File: config.mk
export PLATFORM = sky130hd
export DESIGN_NAME = fd_image_loader_flat
export DESIGN_NICKNAME = d
export VERILOG_FILES = /design/src/rtl/fd_image_loader_if.sv /design/src/rtl/fd_image_loader.sv /design/src/flat_wrapper.sv
export SDC_FILE = /design/constraint.sdc
export NUM_CORES = 1
export LEC_CHECK = 0
export CAP_MARGIN = 20
export CORE_ASPECT_RATIO = 1.5
export CORE_MARGIN = 3
export CORE_UTILIZATION = 45
export CTS_BUF_LIST = sky130_fd_sc_hd__clkbuf_2
export DETAILED_ROUTE_END_ITERATION = 16
export GPL_TIMING_DRIVEN = 0
export PLACE_DENSITY = 0.69
export SLEW_MARGIN = 40
export SYNTH_ARGS = -nofsm -noshare
export SYNTH_HDL_FRONTEND = slang
export SYNTH_SLANG_ARGS = --single-unit
File: constraint.sdc
create_clock -name clock -period 2.1 [get_ports clock]
set_input_delay 0.315 -clock clock [delete_from_list [all_inputs] [get_ports clock]]
set_output_delay 0.315 -clock clock [all_outputs]
set_load 0.02 [all_outputs]
File: src/rtl/fd_image_loader_if.sv
// rtl/fd_image_loader_if.sv - pixel stream and SRAM write port bundle for fd_image_loader
//
// Purpose: groups the raster pixel stream and the SRAM write port that the
// image loader sits between.
// Signals:
//   pixValid  source -> loader   pixData/pixSof valid this cycle
//   pixData   source -> loader   8-bit pixel intensity
//   pixSof    source -> loader   first pixel of a frame (qualified by pixValid)
//   pixReady  loader -> source   loader accepts a pixel this cycle
//   sramAddr  loader -> SRAM     15-bit write address
//   sramData  loader -> SRAM     8-bit write data
//   wren      loader -> SRAM     write enable
// Modports: master = pixel source / SRAM side, slave = the loader.

interface fd_image_loader_if;
  logic        pixValid;
  logic [7:0]  pixData;
  logic        pixSof;
  logic        pixReady;
  logic [14:0] sramAddr;
  logic [7:0]  sramData;
  logic        wren;

  modport master (
    output pixValid, pixData, pixSof,
    input  pixReady, sramAddr, sramData, wren
  );

  modport slave (
    input  pixValid, pixData, pixSof,
    output pixReady, sramAddr, sramData, wren
  );
endinterface

File: src/rtl/fd_image_loader.sv
// rtl/fd_image_loader.sv - fills the FAST9 pixel SRAM from a raster pixel stream
//
// Purpose: accepts a raster-order 8-bit pixel stream and writes each pixel into
// the SRAM at BASE_ADDR + row*IMG_W + col, one cycle after acceptance. Reports
// a fully resident frame with a one-cycle loadDone pulse.
// Ports:
//   clock     system clock, rising edge
//   nReset    asynchronous active-low reset
//   start     single-cycle pulse, arms a frame load (only honoured when idle)
//   bus       slave side of fd_image_loader_if (pixel stream in, SRAM write out)
//   busy      load in progress; detector must keep off the SRAM
//   loadDone  one-cycle pulse, full frame written
//   frameErr  sticky; SOF missing on first beat or SOF arriving mid-frame

module fd_image_loader #(
  parameter int IMG_W     = 160,
  parameter int IMG_H     = 120,
  parameter int BASE_ADDR = 0
) (
  input  logic                clock,
  input  logic                nReset,
  input  logic                start,
  fd_image_loader_if.slave    bus,
  output logic                busy,
  output logic                loadDone,
  output logic                frameErr
);

  // LAST_S covers the cycle in which the final pixel is being written: the
  // stream is already stalled but the SRAM is still ours, so busy stays high.
  typedef enum logic [2:0] {
    IDLE,
    WAIT_SOF,
    LOAD,
    LAST_S,
    DONE_S
  } state_t;

  localparam logic [7:0]  COL_MAX = 8'(IMG_W - 1);
  localparam logic [7:0]  ROW_MAX = 8'(IMG_H - 1);
  localparam logic [14:0] BASE    = 15'(BASE_ADDR);

  state_t      state_q, state_d;
  logic [7:0]  col_q, col_d;
  logic [7:0]  row_q, row_d;
  logic [14:0] addr_q, addr_d;          // address of the next pixel to accept
  logic [14:0] sram_addr_q, sram_addr_d;
  logic [7:0]  sram_data_q, sram_data_d;
  logic        wren_q, wren_d;
  logic        busy_q, busy_d;
  logic        load_done_q, load_done_d;
  logic        frame_err_q, frame_err_d;
  logic        pix_ready_q, pix_ready_d;

  logic        accept;
  logic        do_write;
  logic [7:0]  eff_col;
  logic [7:0]  eff_row;
  logic [14:0] eff_addr;
  logic        last_beat;

  // pixReady is only high in WAIT_SOF and LOAD, so accept implies one of them.
  assign accept = bus.pixValid & pix_ready_q;

  // An SOF beat is always pixel (0,0): in WAIT_SOF that is where the counters
  // already are, in LOAD it restarts the frame from this beat.
  assign eff_col   = bus.pixSof ? 8'd0 : col_q;
  assign eff_row   = bus.pixSof ? 8'd0 : row_q;
  assign eff_addr  = bus.pixSof ? BASE : addr_q;
  assign last_beat = (eff_col == COL_MAX) && (eff_row == ROW_MAX);

  assign do_write = accept &&
                    ((state_q == LOAD) || ((state_q == WAIT_SOF) && bus.pixSof));

  always_comb begin
    state_d     = state_q;
    col_d       = col_q;
    row_d       = row_q;
    addr_d      = addr_q;
    sram_addr_d = sram_addr_q;
    sram_data_d = sram_data_q;
    wren_d      = 1'b0;
    busy_d      = busy_q;
    load_done_d = 1'b0;
    frame_err_d = frame_err_q;
    pix_ready_d = pix_ready_q;

    case (state_q)
      IDLE: begin
        if (start) begin
          state_d     = WAIT_SOF;
          frame_err_d = 1'b0;
          col_d       = 8'd0;
          row_d       = 8'd0;
          addr_d      = BASE;
          busy_d      = 1'b1;
          pix_ready_d = 1'b1;
        end
      end
      WAIT_SOF: begin
        if (accept && !bus.pixSof) begin
          frame_err_d = 1'b1;
        end
      end
      LOAD: begin
        if (accept && bus.pixSof && ((col_q != 8'd0) || (row_q != 8'd0))) begin
          frame_err_d = 1'b1;
        end
      end
      LAST_S: begin
        state_d     = DONE_S;
        load_done_d = 1'b1;
        busy_d      = 1'b0;
      end
      DONE_S: begin
        state_d = IDLE;
      end
      default: begin
        state_d     = IDLE;
        busy_d      = 1'b0;
        pix_ready_d = 1'b0;
      end
    endcase

    if (do_write) begin
      wren_d      = 1'b1;
      sram_addr_d = eff_addr;
      sram_data_d = bus.pixData;
      if (last_beat) begin
        // Park the counters rather than stepping past the end of the frame.
        state_d     = LAST_S;
        pix_ready_d = 1'b0;
        col_d       = 8'd0;
        row_d       = 8'd0;
        addr_d      = BASE;
      end else begin
        state_d = LOAD;
        addr_d  = eff_addr + 15'd1;
        if (eff_col == COL_MAX) begin
          col_d = 8'd0;
          row_d = eff_row + 8'd1;
        end else begin
          col_d = eff_col + 8'd1;
          row_d = eff_row;
        end
      end
    end
  end

  always_ff @(posedge clock or negedge nReset) begin
    if (!nReset) begin
      state_q     <= IDLE;
      col_q       <= 8'd0;
      row_q       <= 8'd0;
      addr_q      <= BASE;
      sram_addr_q <= 15'd0;
      sram_data_q <= 8'd0;
      wren_q      <= 1'b0;
      busy_q      <= 1'b0;
      load_done_q <= 1'b0;
      frame_err_q <= 1'b0;
      pix_ready_q <= 1'b0;
    end else begin
      state_q     <= state_d;
      col_q       <= col_d;
      row_q       <= row_d;
      addr_q      <= addr_d;
      sram_addr_q <= sram_addr_d;
      sram_data_q <= sram_data_d;
      wren_q      <= wren_d;
      busy_q      <= busy_d;
      load_done_q <= load_done_d;
      frame_err_q <= frame_err_d;
      pix_ready_q <= pix_ready_d;
    end
  end

  assign bus.pixReady = pix_ready_q;
  assign bus.sramAddr = sram_addr_q;
  assign bus.sramData = sram_data_q;
  assign bus.wren     = wren_q;
  assign busy         = busy_q;
  assign loadDone     = load_done_q;
  assign frameErr     = frame_err_q;

endmodule

File: src/flat_wrapper.sv
// flat-port wrapper written by rule: the top's interface ports become plain ports
module fd_image_loader_flat 
#(
  parameter int IMG_W     = 160,
  parameter int IMG_H     = 120,
  parameter int BASE_ADDR = 0
)
  (clock, nReset, start, busy, loadDone, frameErr, bus_pixValid, bus_pixData, bus_pixSof, bus_pixReady, bus_sramAddr, bus_sramData, bus_wren);
  fd_image_loader_if bus_i ();
  input  logic clock;
  input  logic nReset;
  input  logic start;
  output logic busy;
  output logic loadDone;
  output logic frameErr;
  input wire logic [$bits(bus_i.pixValid)-1:0] bus_pixValid;
  input wire logic [$bits(bus_i.pixData)-1:0] bus_pixData;
  input wire logic [$bits(bus_i.pixSof)-1:0] bus_pixSof;
  output wire logic [$bits(bus_i.pixReady)-1:0] bus_pixReady;
  output wire logic [$bits(bus_i.sramAddr)-1:0] bus_sramAddr;
  output wire logic [$bits(bus_i.sramData)-1:0] bus_sramData;
  output wire logic [$bits(bus_i.wren)-1:0] bus_wren;
  assign bus_i.pixValid = bus_pixValid;
  assign bus_i.pixData = bus_pixData;
  assign bus_i.pixSof = bus_pixSof;
  assign bus_pixReady = bus_i.pixReady;
  assign bus_sramAddr = bus_i.sramAddr;
  assign bus_sramData = bus_i.sramData;
  assign bus_wren = bus_i.wren;
  fd_image_loader #(.IMG_W(IMG_W), .IMG_H(IMG_H), .BASE_ADDR(BASE_ADDR)) u_core (.clock(clock), .nReset(nReset), .start(start), .bus(bus_i), .busy(busy), .loadDone(loadDone), .frameErr(frameErr));
endmodule
==> results.py, run 1 <==
metrics = {
    "power_and_ir_drop": {
        "pwr-share-comb_pct": 38.9,
        "p_int_uw": 2100,
        "p_leak_uw": 0.00171,
        "switchingPower_uw": 1350,
        "peakVddDrop_uv": 581,
        "p_clk_share_pct": 17.5,
        "switching_share_pct": 39.1,
        "power_density_mw_per_mm2": 892,
        "seq_power_share_pct": 43.7,
    },
    "floorplan": {
        "dieWidth_um": 73.3,
        "start_util_pct": 46.8,
        "die_y_um": 107,
        "die-area_mm2": 0.00784,
        "std_cell_rows": 36,
        "core_region_area_mm2": 0.00653,
        "io_pins": 41,
    },
    "layout": {
        "finalNetCount": 419,
        "syn_to_final_growth_pct": 26.7,
        "diodes": 0,
        "drive_gt1_share_pct": 14.5,
        "fillers": 586,
        "instances_no_fill": 484,
    },
    "synth": {
        "synth_cells": 334,
        "syn_area_per_cell_um2": 9.16,
        "async_reset_ff_share_pct": 100,
        "syn_nets": 350,
        "yosysUniqueCellTypes": 45,
        "netlist_area_mm2": 0.00306,
        "synth_top_area_cell": "dfrtp_1",
        "ys_top_cells_by_area": "dfrtp_1 51%, nand2_1 7.9%, o21ai_0 5.7%",
        "yosys_warnings": 0,
        "synth_common_cells": "64 x nand2_1, 62 x dfrtp_1, 35 x o21ai_0",
        "synth-edff-count": 0,
        "yosysMostFrequentCell": "nand2_1",
        "ys.flop_type": "dfrtp_1",
        "netlist.area_leader.share_pct": 50.7,
        "yosys_register_bits": 62,
        "yosysSeqAreaShare_pct": 50.7,
    },
    "clock_tree": {
        "cts_tree": "done",
        "cts_made_buffers": 9,
        "clock_latency_ns": 0.53,
        "clkSinkCount": 62,
        "cts.reportedPaths.clkPinSlew_ns": 0.19,
        "root_buffer": "clkbuf_2",
        "cts_buffer_depth": 2,
        "htree_levels": 3,
    },
    "place": {
        "dp_cells": 451,
        "place_ws_ns": -1.14,
        "hpwlAfterDp_um": 5490,
        "portBuffers": 40,
        "gp_congestion": 0.887,
    },
    "drt": {
        "wl_met2_um": 4230,
        "ant_nets": 0,
        "dr.pass1.iters": 4,
        "via_per_inst": 5.70,
        "wl_per_cell_um": 16.6,
        "vias": 2757,
        "drt_iter0_drc": 207,
        "wl_met1_um": 3190,
        "drc": 0,
        "met3WireLength_um": 426,
        "top_layer": "met4",
        "wirelength_um": 8060,
    },
    "timing": {
        "rsz0062_at_grt": "yes",
        "fin_crit_sh_pct": 97.8,
        "fin_ws_ns": 0.0457,
        "relSlewSlack_pct": 62.0,
        "hold-worst-slack_ns": 0.195,
        "clock.fmax_mhz": 487,
        "finalHoldViolCount": 0,
        "skew_ns": 0.0349,
        "fin_crit_ns": 2.05,
        "tightest_slew_ns": 0.567,
        "finalMaxSlewViolations": 0,
        "setup_viol": 0,
    },
    "setup_path": {
        "cp_max_fo": 8,
        "slowest_delay_ns": 0.40,
        "path_cells": "nor2b_4, ha_4, nand4_1, buf_6, nor4_4, buf_4, or2_1, buf_6, o21ai_0, a32o_1",
        "slowest_stage": "dfrtp_1",
        "critPathMostFrequentCell": "buf_6",
        "start_kind": "flip-flop",
        "crit_type": "reg -> reg",
        "cp-end-kind": "flip-flop",
        "arrival_ns": 2.48,
        "required_ns": 2.53,
        "reg2reg_depth": 10,
    },
    "run": {
        "maxCapViolations": 0,
    },
    "global_routing": {
        "grt_max_degree": 38,
        "grt_overflow_total": 0,
        "grt_pass1_wl_um": 13000,
        "grtUsageTotal_pct": 22.0,
        "antenna_found_initial": 0,
        "grt_pass1_vias": 2564,
    },
    "outcome": {
        "run_status": "finished, final reports clean",
    },
    "worst_hold_path": {
        "holdCritPathClass": "in -> async",
    },
}
-- path summary, 6_finish.rpt --
path	from	end	slack [ns]
max	u_core.col_q[0]	u_core.addr_q[5]	0.05
min	nReset	u_core.addr_q[14]	0.20
max reg2reg	u_core.col_q[0]	u_core.addr_q[5]	0.05
min reg2reg	u_core.bus.sramAddr[12]	u_core.bus.sramAddr[12]	0.50
max in group asynchronous	nReset	u_core.state_q[2]	1.35
min in group clock	bus_pixData[3]	u_core.bus.sramData[3]	0.30
-- worst max-delay path, delay by kind of cell, from the launching register on --
kind / cells / cell delay (ns)
adders and majority gates: 1 / 0.17
and+or+nand+nor: 4 / 0.61
AOI/OAI and AO/OA: 2 / 0.31
buffers and inverters: 3 / 0.47
DFF: 1 / 0.40
-- flip-flops by register name, summed over array words and instances (netlist names), 3 cells and up --
signal	cells
u_core.row_q	8
u_core.bus.sramData	8
u_core.col_q	8
u_core.state_q	3
u_core.bus.sramAddr	15
u_core.addr_q	15
-- cells in the final DEF (no fill, tap or decap), drive strengths merged, types with 7 or more instances in the layout --
cell type | Yosys | routed
clkdlybuf4s50 | 0 | 38
inv | 12 | 12
clkbuf | 12 | 23
buf | 6 | 25
o21ai | 35 | 35
nand3 | 17 | 17
dfrtp | 62 | 62
a21oi | 19 | 19
nand4 | 7 | 7
nand2 | 64 | 64
nor2 | 19 | 19
nor2b | 7 | 7
-- layout make-up --
cell class              instances  area (um^2)  share of cell area [%]
inverters                      12         45.0                    1.16
plain buffers                  18          118                    3.04
well taps                      76         95.1                    2.45
flip-flops and latches         62         1550                    40.1
multi-input cells             242         1430                    36.8
clock buffers                  12         60.1                    1.55
clock inverters                 4         23.8                   0.613
repair buffers                 58          553                    14.3
-- cells by family after synthesis --
kind of cell	count (synthesis)	share of synthesized area, %
compound gates	82	16.4
flops	62	50.7
mux	2	0.695
fa+ha+maj	3	1.23
simple gates	149	24.5
buf+inv	30	4.70
xor+xnor	6	1.72
-- layer usage --
layer,vias up,GRT usage [%]
met1,1335,28.7
met5,-,0
met3,21,4.22
met2,89,34.8
met4,0,10.4
li1,1312,-
-- power groups by stage --
stage | Sequential, uW | Combinational [uW] | Clock [uW]
after floorplan | 1660 | 578 | 0
after global placement | 1540 | 1210 | 0
after detailed placement | 1540 | 1230 | 0
after CTS | 1510 | 1260 | 616
after global routing | 1530 | 1460 | 674
final | 1510 | 1340 | 603
-- what timing repair did --
action,in CTS,in global routing
resized for setup,8,14
endpoints found under the setup margin,28,26
hold buffers,1,0
setup buffers,6,10
hold endpoints to repair,25,0
pin swaps,1,3
-- stage by stage --
step / util (%) / total power, uW / TNS [ns] / cell area (um^2)
3_5_place_dp: 55.1 / 2770 / -31.75 / 3600
2_1_floorplan: - / 2240 / 0 / 3080
6_report: 59.3 / 3450 / 0 / 3870
4_1_cts: 57.5 / 3390 / 0 / 3760
3_3_place_gp: 54.8 / 2740 / -115.47 / 3580
5_1_grt: 59.3 / 3670 / -0.0659 / 3870
(Power assumes the default switching activity.)
==> run 2, diff against run 1 <==
Settings changed: TNS_END_PERCENT from default to 50.
==> results of run 2 <==
No change in the layout: final DEF, timing and power equal those of run 1.
